--- config.mk ---
export PLATFORM = sky130hd
export DESIGN_NAME = control_unit
export DESIGN_NICKNAME = d
export VERILOG_FILES = /design/src/rtl/cpu_ctrl_pkg.sv /design/src/rtl/ctrl_step_counter.sv /design/src/rtl/control_unit.sv
export SDC_FILE = /design/constraint.sdc
export NUM_CORES = 1
export LEC_CHECK = 0
export ABC_CLOCK_PERIOD_IN_PS = 2200
export CAP_MARGIN = 20
export CORE_MARGIN = 5
export CORE_UTILIZATION = 36
export DETAILED_ROUTE_END_ITERATION = 10
export PLACE_DENSITY_LB_ADDON = 0.12
export SLEW_MARGIN = 20
export SYNTH_ARGS = -nofsm -noshare
export SYNTH_HDL_FRONTEND = slang
export SYNTH_SLANG_ARGS = --single-unit
export TNS_END_PERCENT = 1
--- constraint.sdc ---
create_clock -name clock -period 2.2 [get_ports clock]
set_clock_uncertainty 0.15 [all_clocks]
set_input_delay 0.33 -clock clock [delete_from_list [all_inputs] [get_ports clock]]
set_output_delay 0.33 -clock clock [all_outputs]
set_load 0.02 [all_outputs]
--- src/rtl/cpu_ctrl_pkg.sv ---
// cpu_ctrl_pkg: shared constants and types for the CPU control sequencer.
//   - opcode values for the 5-bit opcode field IR[31:27]
//   - step encodings T0..T7 and HALT (4-bit)
//   - IR field bit positions
//   - ctrl_t: bundle of every datapath strobe the sequencer drives
//   - last_step(): final execute step of each opcode
package cpu_ctrl_pkg;

  // Opcodes
  localparam logic [4:0] OP_LD   = 5'b00000;
  localparam logic [4:0] OP_LDI  = 5'b00001;
  localparam logic [4:0] OP_ST   = 5'b00010;
  localparam logic [4:0] OP_ADD  = 5'b00011;
  localparam logic [4:0] OP_SUB  = 5'b00100;
  localparam logic [4:0] OP_AND  = 5'b00101;
  localparam logic [4:0] OP_OR   = 5'b00110;
  localparam logic [4:0] OP_ROR  = 5'b00111;
  localparam logic [4:0] OP_ROL  = 5'b01000;
  localparam logic [4:0] OP_SHR  = 5'b01001;
  localparam logic [4:0] OP_SHRA = 5'b01010;
  localparam logic [4:0] OP_SHL  = 5'b01011;
  localparam logic [4:0] OP_ADDI = 5'b01100;
  localparam logic [4:0] OP_ANDI = 5'b01101;
  localparam logic [4:0] OP_ORI  = 5'b01110;
  localparam logic [4:0] OP_DIV  = 5'b01111;
  localparam logic [4:0] OP_MUL  = 5'b10000;
  localparam logic [4:0] OP_NEG  = 5'b10001;
  localparam logic [4:0] OP_NOT  = 5'b10010;
  localparam logic [4:0] OP_BR   = 5'b10011;
  localparam logic [4:0] OP_JR   = 5'b10100;
  localparam logic [4:0] OP_JAL  = 5'b10101;
  localparam logic [4:0] OP_IN   = 5'b10110;
  localparam logic [4:0] OP_OUT  = 5'b10111;
  localparam logic [4:0] OP_MFHI = 5'b11000;
  localparam logic [4:0] OP_MFLO = 5'b11001;
  localparam logic [4:0] OP_NOP  = 5'b11010;
  localparam logic [4:0] OP_HALT = 5'b11011;

  // Step encodings
  localparam logic [3:0] T0     = 4'd0;
  localparam logic [3:0] T1     = 4'd1;
  localparam logic [3:0] T2     = 4'd2;
  localparam logic [3:0] T3     = 4'd3;
  localparam logic [3:0] T4     = 4'd4;
  localparam logic [3:0] T5     = 4'd5;
  localparam logic [3:0] T6     = 4'd6;
  localparam logic [3:0] T7     = 4'd7;
  localparam logic [3:0] S_HALT = 4'd8;

  // IR field positions
  localparam int OPC_MSB = 31;
  localparam int OPC_LSB = 27;
  localparam int RA_MSB  = 26;
  localparam int RA_LSB  = 23;
  localparam int RB_MSB  = 22;
  localparam int RB_LSB  = 19;
  localparam int RC_MSB  = 18;
  localparam int RC_LSB  = 15;

  typedef struct packed {
    logic pc_in;
    logic ir_in;
    logic mar_in;
    logic mdr_in;
    logic y_in;
    logic zlow_in;
    logic zhigh_in;
    logic hi_in;
    logic lo_in;
    logic inport_in;
    logic outport_in;
    logic con_in;
    logic pc_out;
    logic mdr_out;
    logic zlow_out;
    logic zhigh_out;
    logic hi_out;
    logic lo_out;
    logic inport_out;
    logic c_out;
    logic gra;
    logic grb;
    logic grc;
    logic r_in;
    logic r_out;
    logic ba_out;
    logic inc_pc;
    logic md_read;
    logic write_en;
  } ctrl_t;

  // Final step of each instruction; always T3 or later, so it can never
  // collide with a fetch step.
  function automatic logic [3:0] last_step(input logic [4:0] opc);
    logic [3:0] s;
    case (opc)
      OP_LD, OP_ST:                          s = T7;
      OP_DIV, OP_MUL, OP_BR:                 s = T6;
      OP_NEG, OP_NOT, OP_JAL:                s = T4;
      OP_LDI, OP_ADD, OP_SUB, OP_AND, OP_OR,
      OP_ROR, OP_ROL, OP_SHR, OP_SHRA, OP_SHL,
      OP_ADDI, OP_ANDI, OP_ORI:              s = T5;
      default:                               s = T3;
    endcase
    return s;
  endfunction

endpackage

--- src/rtl/ctrl_step_counter.sv ---
// ctrl_step_counter: step register of the control sequencer.
//   clk_i        : clock, rising edge
//   clear_i      : synchronous active-high reset, forces T0
//   opcode_i     : opcode field of the current IR
//   stop_i       : halt request, honoured only on the final step
//   step_o       : current step (T0..T7 or S_HALT)
//   instr_done_o : high on the final step of each instruction
module ctrl_step_counter
  import cpu_ctrl_pkg::*;
(
  input  logic       clk_i,
  input  logic       clear_i,
  input  logic [4:0] opcode_i,
  input  logic       stop_i,
  output logic [3:0] step_o,
  output logic       instr_done_o
);

  logic [3:0] step_q;
  logic [3:0] step_d;
  logic       is_last;

  // HALT (8) never equals a last step, so is_last is low in HALT.
  assign is_last = (step_q == last_step(opcode_i));

  always_comb begin
    step_d = step_q;
    if (step_q == S_HALT) begin
      step_d = S_HALT;
    end else if (is_last) begin
      step_d = (stop_i || opcode_i == OP_HALT) ? S_HALT : T0;
    end else begin
      step_d = step_q + 4'd1;
    end
  end

  always_ff @(posedge clk_i) begin
    if (clear_i) begin
      step_q <= T0;
    end else begin
      step_q <= step_d;
    end
  end

  assign step_o       = step_q;
  assign instr_done_o = is_last && !clear_i;

endmodule

--- src/rtl/control_unit.sv ---
// control_unit: multi-cycle Moore control sequencer for the CPU datapath.
//   clock, clear      : clock and synchronous active-high reset
//   IR, CON_FF        : instruction register and branch flag from datapath
//   stop              : halt request at the next instruction boundary
//   *in outputs       : register load enables
//   *out outputs      : bus drive selects
//   Gra..BAout        : register-file select/encode controls
//   IncPC/MD_read/Write : PC increment, memory read, memory write
//   run               : high while executing
//   instr_done        : high on the last step of each instruction
module control_unit
  import cpu_ctrl_pkg::*;
#(
  parameter int IR_W  = 32,
  parameter int OPC_W = 5
)(
  input  logic            clock,
  input  logic            clear,
  input  logic [IR_W-1:0] IR,
  input  logic            CON_FF,
  input  logic            stop,
  output logic PCin, IRin, MARin, MDRin, Yin, Zlowin, Zhighin, HIin, LOin,
  output logic InPortin, OutPortin, CONin,
  output logic PCout, MDRout, Zlowout, Zhighout, HIout, LOout, InPortout, Cout,
  output logic Gra, Grb, Grc, Rin, Rout, BAout,
  output logic IncPC, MD_read, Write,
  output logic run,
  output logic instr_done
);

  logic [OPC_W-1:0] opcode;
  logic [3:0]       step;
  logic             done;
  ctrl_t            ctl;
  logic             unused_ir_fields;

  assign opcode = IR[IR_W-1 -: OPC_W];
  // Register fields are decoded by the datapath itself via Gra/Grb/Grc.
  assign unused_ir_fields = ^IR[IR_W-OPC_W-1:0];

  ctrl_step_counter u_step (
    .clk_i        (clock),
    .clear_i      (clear),
    .opcode_i     (opcode),
    .stop_i       (stop),
    .step_o       (step),
    .instr_done_o (done)
  );

  always_comb begin
    ctl = '0;
    case (step)
      T0: begin ctl.pc_out = 1'b1; ctl.mar_in = 1'b1; ctl.inc_pc = 1'b1; ctl.zlow_in = 1'b1; end
      T1: begin ctl.zlow_out = 1'b1; ctl.pc_in = 1'b1; ctl.md_read = 1'b1; ctl.mdr_in = 1'b1; end
      T2: begin ctl.mdr_out = 1'b1; ctl.ir_in = 1'b1; end
      default: begin
        case (opcode)
          OP_LD, OP_LDI, OP_ST: begin
            case (step)
              T3: begin ctl.grb = 1'b1; ctl.ba_out = 1'b1; ctl.y_in = 1'b1; end
              T4: begin ctl.c_out = 1'b1; ctl.zlow_in = 1'b1; end
              T5: begin
                ctl.zlow_out = 1'b1;
                if (opcode == OP_LDI) begin
                  ctl.gra = 1'b1; ctl.r_in = 1'b1;
                end else begin
                  ctl.mar_in = 1'b1;
                end
              end
              T6: begin
                ctl.mdr_in = 1'b1;
                // Store loads MDR from the register file, not from memory.
                if (opcode == OP_ST) begin
                  ctl.gra = 1'b1; ctl.r_out = 1'b1;
                end else begin
                  ctl.md_read = 1'b1;
                end
              end
              T7: begin
                if (opcode == OP_ST) begin
                  ctl.write_en = 1'b1;
                end else begin
                  ctl.mdr_out = 1'b1; ctl.gra = 1'b1; ctl.r_in = 1'b1;
                end
              end
              default: ;
            endcase
          end
          OP_ADD, OP_SUB, OP_AND, OP_OR, OP_ROR, OP_ROL, OP_SHR, OP_SHRA, OP_SHL,
          OP_ADDI, OP_ANDI, OP_ORI: begin
            case (step)
              T3: begin ctl.grb = 1'b1; ctl.r_out = 1'b1; ctl.y_in = 1'b1; end
              T4: begin
                ctl.zlow_in = 1'b1;
                if (opcode >= OP_ADDI) begin
                  ctl.c_out = 1'b1;
                end else begin
                  ctl.grc = 1'b1; ctl.r_out = 1'b1;
                end
              end
              T5: begin ctl.zlow_out = 1'b1; ctl.gra = 1'b1; ctl.r_in = 1'b1; end
              default: ;
            endcase
          end
          OP_DIV, OP_MUL: begin
            case (step)
              T3: begin ctl.gra = 1'b1; ctl.r_out = 1'b1; ctl.y_in = 1'b1; end
              T4: begin ctl.grb = 1'b1; ctl.r_out = 1'b1; ctl.zlow_in = 1'b1; ctl.zhigh_in = 1'b1; end
              T5: begin ctl.zlow_out = 1'b1; ctl.lo_in = 1'b1; end
              T6: begin ctl.zhigh_out = 1'b1; ctl.hi_in = 1'b1; end
              default: ;
            endcase
          end
          OP_NEG, OP_NOT: begin
            case (step)
              T3: begin ctl.grb = 1'b1; ctl.r_out = 1'b1; ctl.zlow_in = 1'b1; end
              T4: begin ctl.zlow_out = 1'b1; ctl.gra = 1'b1; ctl.r_in = 1'b1; end
              default: ;
            endcase
          end
          OP_BR: begin
            case (step)
              T3: begin ctl.gra = 1'b1; ctl.r_out = 1'b1; ctl.con_in = 1'b1; end
              T4: begin ctl.pc_out = 1'b1; ctl.y_in = 1'b1; end
              T5: begin ctl.c_out = 1'b1; ctl.zlow_in = 1'b1; end
              // Branch target is committed only when the condition holds.
              T6: begin ctl.zlow_out = 1'b1; ctl.pc_in = CON_FF; end
              default: ;
            endcase
          end
          OP_JR: begin
            if (step == T3) begin ctl.gra = 1'b1; ctl.r_out = 1'b1; ctl.pc_in = 1'b1; end
          end
          OP_JAL: begin
            case (step)
              T3: begin ctl.pc_out = 1'b1; ctl.grb = 1'b1; ctl.r_in = 1'b1; end
              T4: begin ctl.gra = 1'b1; ctl.r_out = 1'b1; ctl.pc_in = 1'b1; end
              default: ;
            endcase
          end
          OP_IN: begin
            if (step == T3) begin ctl.inport_out = 1'b1; ctl.gra = 1'b1; ctl.r_in = 1'b1; end
          end
          OP_OUT: begin
            if (step == T3) begin ctl.gra = 1'b1; ctl.r_out = 1'b1; ctl.outport_in = 1'b1; end
          end
          OP_MFHI: begin
            if (step == T3) begin ctl.hi_out = 1'b1; ctl.gra = 1'b1; ctl.r_in = 1'b1; end
          end
          OP_MFLO: begin
            if (step == T3) begin ctl.lo_out = 1'b1; ctl.gra = 1'b1; ctl.r_in = 1'b1; end
          end
          default: ;  // nop, halt and undefined opcodes: no strobes
        endcase
      end
    endcase
    // clear silences every strobe immediately, including the cycle before
    // the first clock edge, so an aborted instruction issues nothing more.
    if (clear || step == S_HALT) begin
      ctl = '0;
    end
  end

  assign PCin       = ctl.pc_in;
  assign IRin       = ctl.ir_in;
  assign MARin      = ctl.mar_in;
  assign MDRin      = ctl.mdr_in;
  assign Yin        = ctl.y_in;
  assign Zlowin     = ctl.zlow_in;
  assign Zhighin    = ctl.zhigh_in;
  assign HIin       = ctl.hi_in;
  assign LOin       = ctl.lo_in;
  assign InPortin   = ctl.inport_in;
  assign OutPortin  = ctl.outport_in;
  assign CONin      = ctl.con_in;
  assign PCout      = ctl.pc_out;
  assign MDRout     = ctl.mdr_out;
  assign Zlowout    = ctl.zlow_out;
  assign Zhighout   = ctl.zhigh_out;
  assign HIout      = ctl.hi_out;
  assign LOout      = ctl.lo_out;
  assign InPortout  = ctl.inport_out;
  assign Cout       = ctl.c_out;
  assign Gra        = ctl.gra;
  assign Grb        = ctl.grb;
  assign Grc        = ctl.grc;
  assign Rin        = ctl.r_in;
  assign Rout       = ctl.r_out;
  assign BAout      = ctl.ba_out;
  assign IncPC      = ctl.inc_pc;
  assign MD_read    = ctl.md_read;
  assign Write      = ctl.write_en;
  assign run        = !clear && (step != S_HALT);
  assign instr_done = done;

endmodule

# After elaboration in Yosys (flattened, before gate mapping)
# Memory sizes are Yosys's and may differ from the RTL's.
# Cells that the tools add are included.
dict set report classes {
  n_addsub 1
  mul 0
  div 0
  order_cmp 1
  n_eq_ne 36
  shift 0
  muxes 64
  bitwise_logic 0
  reduce_logical 24
}
# cell count
set ops {}
lappend ops {{$eq A5 B5 Y1 const B} 11}
lappend ops {{$eq A5 B4 Y1 const B} 8}
lappend ops {{$mux W1} 32}
lappend ops {{$mux W29} 1}
lappend ops {{$pmux W1 S2} 13}
lappend ops {{$eq A5 B3 Y1 const B} 4}
lappend ops {{$reduce_or A18 Y1} 1}
lappend ops {{$reduce_or A17 Y1} 1}
lappend ops {{$eq A4 B3 Y1 const B} 4}
lappend ops {{$reduce_or A15 Y1} 1}
lappend ops {{$reduce_or A2 Y1} 7}
lappend ops {{$mux W4} 3}
lappend ops {{$pmux W1 S3} 4}
lappend ops {{$pmux W1 S4} 3}
lappend ops {{$reduce_or A12 Y1} 1}
lappend ops {{$mux W11} 1}
lappend ops {{$eq A5 B2 Y1 const B} 2}
lappend ops {{$reduce_or A3 Y1} 3}
lappend ops {{$eq A4 B2 Y1 const B} 2}
lappend ops {{$mux W2} 4}
lappend ops {{$reduce_or A8 Y1} 1}
lappend ops {{$mux W3} 2}
lappend ops {{$eq A5 B1 Y1 const B} 1}
lappend ops {{$ge A5 B4 Y1 const B} 1}
lappend ops {{13 further kinds} 15}
dict set report totals {
  reg_bits 4
  latch_bits 0
  mem_bits_rw 0
  romBits 96
  input_bits 36
  output_inout_bits 31
  elab_cells 129
  mem_count 1
}
# name words width read_ports rd_ports_with_merged_regs write_ports line_no
set memory_table {}
lappend memory_table {{(no name shown)} 32 3 1 0 0 cpu_ctrl_pkg.sv:96} ;# case (opc)

# Depth between registers and ports, before layout
# Gate-level depths: netlist (run 1).
dict set report depth {
  word_depth 6
  mapped_depth 8
  ltp_nobuf 7
}

# Modules after synthesis
# From an unflattened synthesis (run 1), not the netlist that was laid out.
dict set report hier_totals {
  hier_cells 199
  hier_area_um2 1291.2
}
# module instances cells_per_inst area_per_inst_um2 seq_area_each_um2
set by_module_without_submodules {}
lappend by_module_without_submodules {control_unit 1 156 918.4 0.0}
lappend by_module_without_submodules {ctrl_step_counter 1 43 372.9 80.1}

# Least setup slack after synthesis (run 1)
# No wires, ideal clock.
dict set report synth_path {
  kind {reg-to-output}
  startpoint {register u_step.step_q[0], in the netlist u_step.step_o[0]}
  endpoint {output Zhighout}
  arrival_time_ns 2.080
  required_time_ns 1.720
  setup_slack_ns -0.360
  path_stages_with_launch 8
  n_path_buf 1
  path_cell_list {dfxtp_1 -> inv_1 -> ha_1 -> or2_4 -> a21oi_2 -> o21bai_2 -> nor3_1 -> buf_4}
}
dict set report synth_via {
  elab_chain_len 5
  elab_cells_between_ends 11
  cone_classes {eq/ne: 4; mux: 4; reduce/logical: 3}
}
# item line_no
set synth_rtl {}
lappend synth_rtl {{start: declaration} ctrl_step_counter.sv:19} ;# logic [3:0] step_q;
lappend synth_rtl {{start signal: assignment} ctrl_step_counter.sv:41} ;# step_q <= step_d;
lappend synth_rtl {{$eq A4 B3 Y1} control_unit.sv:106} ;# case (step)
lappend synth_rtl {{$mux W1} control_unit.sv:106}
lappend synth_rtl {{$mux W1} control_unit.sv:57} ;# case (opcode)
lappend synth_rtl {{$mux W11} control_unit.sv:52} ;# case (step)
lappend synth_rtl {{$mux W29 *} control_unit.sv:159} ;# if (clear || step == S_HALT) begin
lappend synth_rtl {{end: declaration} control_unit.sv:24} ;# output logic PCout, MDRout, Zlowout, Zhighout, HIout, LOout, InPortout, Cout,
# Every way passes the cells marked *; elsewhere a longest branch is shown, timed or not.

# Final worst setup path (run 1)
dict set report layout_path {
  startpoint {register u_step.step_q[1], in the netlist u_step.step_o[1]}
  endpoint {output OutPortin}
}
dict set report layout_via {
  elab_chain_len 5
  elab_cells_between_ends 11
  cone_classes {eq/ne: 4; mux: 4; reduce/logical: 3}
}
# item line_no
set layout_rtl {}
lappend layout_rtl {{$eq A4 B2 Y1} control_unit.sv:145} ;# if (step == T3) begin ctl.gra = 1'b1; ctl.r_out = 1'b1; ctl.outport_in = 1'b1; end
lappend layout_rtl {{$mux W1} control_unit.sv:145}
lappend layout_rtl {{$mux W1} control_unit.sv:57}
lappend layout_rtl {{$mux W2} control_unit.sv:52}
lappend layout_rtl {{$mux W29 *} control_unit.sv:159}
lappend layout_rtl {{end: declaration} control_unit.sv:23} ;# output logic InPortin, OutPortin, CONin,
# Marked as above.

==> results of run 1 <==
[timing repair]
action                                 4_1_cts  5_1_grt
setup buffers                                3        0
resized for setup                          201       20
endpoints found under the hold margin        0        0
cloned                                       1        0
pin swaps                                   22        6
setup endpoints to repair                   34       30
[worst min-delay path by stage]
stage / start / endpoint / slack [ns] / depth (start not counted)
6_report: u_step.step_o[1] / u_step.step_o[1] / 0.67 / 4
5_1_grt: u_step.step_o[1] / u_step.step_o[1] / 0.70 / 4
4_1_cts: u_step.step_o[1] / u_step.step_o[1] / 0.66 / 4
3_5_place_dp: u_step.step_o[0] / u_step.step_o[0] / 0.63 / 4
3_3_place_gp: u_step.step_o[0] / u_step.step_o[0] / 0.61 / 4
2_1_floorplan: stop / u_step.step_o[3] / 0.43 / 3
[through the flow]
stage / setup slack [ns] / power (uW) / util, % / area (sq um)
finish: -0.1766 / 1017 / 71.84 / 2397
global route: -0.2464 / 1087 / 71.84 / 2397
CTS: -0.1801 / 964.5 / 69.44 / 2317
detailed placement: -1.088 / 814.6 / 65.24 / 2177
global placement: -1.043 / 803.2 / 65.24 / 2177
floorplan: -0.1561 / 467.6 / - / 1291
[cells in the mapped netlist, types with 2 or more instances]
cell type and n:
nor3_2 3, nand3_1 6, o21ai_0 4, o22ai_1 4, a31oi_1 3, ha_1 9, o21a_1 2, or2_4 2
nand2_1 11, a21oi_1 13, xnor2_1 3, nor2_1 18, nor2b_1 6, and2_1 4, a21boi_1 3, buf_2 3
inv_1 7, buf_4 5, nand3b_1 3, clkbuf_1 4, o21ai_1 7, dfxtp_1 4, and3_1 5, buf_6 2
nor3_1 4, a32o_1 2
[where the power goes]
group / total (uW) / switching, uW / leakage (uW) / internal [uW]
clock network: 95.4 / 34.1 / 0.0000138 / 61.3
logic: 818 / 414 / 0.00107 / 404
registers: 103 / 17.0 / 0.0000340 / 86.3
[routing by layer]
layer | global-route usage (%) | vias to the layer above
met5 | 0 | -
met4 | 9.246 | 0
met3 | 1.945 | 16
met2 | 41.36 | 78
met1 | 27.42 | 804
li1 | - | 835
[area by class of cell]
cell class	instances	area share, %
Inverter	8	1.357
Multi-Input combinational cell	148	55.06
Tap cell	46	2.401
Clock buffer	3	0.9395
Timing Repair Buffer	111	36.59
Sequential cell	4	3.653
[logic make-up (layout without fill, tap and decap cells)]
group | Yosys count | count (layout) | share of synthesized area [%]
simple gates | 76 | 76 | 37.43
fa+ha+maj | 9 | 9 | 9.054
compound gates | 55 | 55 | 30.99
buf+inv | 22 | 122 | 9.658
mux | 2 | 2 | 2.012
flops | 4 | 4 | 6.439
other cells | 1 | 1 | 0.3015
xor+xnor | 5 | 5 | 4.126
[tightest hold or removal path, stage by stage, from the launching register on]
cell	delay, ns
dfxtp_4	0.36
inv_4	0.07
buf_4	0.11
ha_4	0.11
and3_1	0.13
==> metrics, run 1 <==
run status=finished, violations left; failing checks=negative setup slack; Slew Limit Fails=0; top layer in use=met4; CP startpoint=u_step.step_o[1]; Die H=between 60 and 70 microns; post-cts hold buffer count=0; fraction of layout cells with a size suffix above 1=between 60% and 70%; Synthesized Nets=219; Yosys reg bits=4; sequential fraction of the synthesis area=under 10%; Worst EP required=roughly 1.7 ns; warning count from the yosys run=0; Highest Clock Rate=roughly 0.42 GHz; CP peak stage delay=0.37 ns; r2r setup slk=about 0.5 ns; commonest non-fill, non-tap cells in the layout=buf_4, buf_6, nor2_1; H-tree level count=1; Mean Syn Cell Area=7.148 sq um; max reg flops=4; Cells after DPL=about 310; RR Endpoint=u_step.step_o[3]; leading area contributor after synthesis=ha_1; most common cell after layout, fill and taps aside=buf_4; vias in the first global route=1760; Placeable Area=0.003337 sq mm; PortBufs=38; Critical Path Sink Type=output pin; Placer Congestion=roughly 1; DR WL met3=270 microns; placed wire-length estimate=between 3000 and 4000 microns; DRC viols=0; CTS Buffer Depth=2; critical-path maximum fanout=8; Nets=approximately 320; Leak=between 0.001 and 0.0015 uW; first-pass GRT wire length=approximately 8200 microns; cell family with most CP delay=simple AND/OR/NAND/NOR gates; DRT Pass-1 Iters=4; RSZ-0062 raised after global routing=yes; VDD IR max=approximately 390 uV; minimum clock period=roughly 2.4 ns; n_diodes=0; Inserted Clock Buffers=3; Synth area leaders=ha_1, dfxtp_1, nor2_1, a21oi_1, nand2_1; endpoints failing hold=0; Post-synth ARST share=0%; initial antenna violation count=0; Final Non-Filler Cells=between 300 and 400; Power Dens Cells=between 400 and 500 mW/mm^2; WL final=around 5100 microns; Root Driver=clkbuf_4; multi-input logic area=0.001320 sq mm; Syn Inst Count=between 150 and 200; Reg area=between 80 and 90 sq um; Main synth FF type=dfxtp_1; Die X-Extent=68.78 microns; Crit Path Category=flip-flop to output pin; post-route ant nets=0; row count=21; GRT Total Usage=a little under a quarter; CTS tree=built; crit path buf inv count=2; reg2reg path depth=7; total number of vias=about 1.7k; routed vias/inst=around 5.4; Cell variety after synth=63; wire length on met2=roughly 2600 microns; final-report setup violation count=26; fillcell total=around 290; io pins=67; max cap viols=0; Initial Utilization=roughly 37%; DR WL/cell=between 15 and 20 microns; clk sinks=4; Tcrit/Tclk final=108.0%; DRT iter0 DRCs=around 120; final setup margin=-0.1766 ns; Layout area overhead=92.76%; Post-synth EDFFs=0; Reg clk slew, reported paths=~0.03 ns; Crit path depth=8; worst skew pair latency=between 0.2 and 0.3 ns; CP Data Arrival Time=around 1.9 ns; FF-to-FF Start=u_step.step_o[1]; CP max-delay cell=dfxtp_4; GRT overflow=0; met1 wire length=about 2100 microns; worst path cell trace=inv_4 > ha_4 > or2_4 > a21oi_4 > o21bai_4 > nand2b_4 > nor3b_4 > buf_6; die area=roughly 0.0047 sq mm; Hold Crit Class=flip-flop to flip-flop; CP endpoint=OutPortin; Final TNS setup=-2.799 ns; Startpoint Class=flip-flop; Post-Syn Area=0.001244 sq mm; pin count of the biggest net entering global routing=13; worst hold margin=0.6705 ns; top cell type's share of synthesized area=around 9.1%
Power figures use the tool's default switching activity.
==> run 2, diff against run 1 <==
--- a/config.mk
+++ b/config.mk
@@ -10,9 +10,10 @@
 export CORE_MARGIN = 5
 export CORE_UTILIZATION = 36
 export DETAILED_ROUTE_END_ITERATION = 10
+export HOLD_SLACK_MARGIN = 0.03
 export PLACE_DENSITY_LB_ADDON = 0.12
 export SLEW_MARGIN = 20
 export SYNTH_ARGS = -nofsm -noshare
 export SYNTH_HDL_FRONTEND = slang
 export SYNTH_SLANG_ARGS = --single-unit
-export TNS_END_PERCENT = 1
+export TNS_END_PERCENT = 5
==> results of run 2 <==
Same layout as run 1: the final DEF is identical, and so are final timing and power.
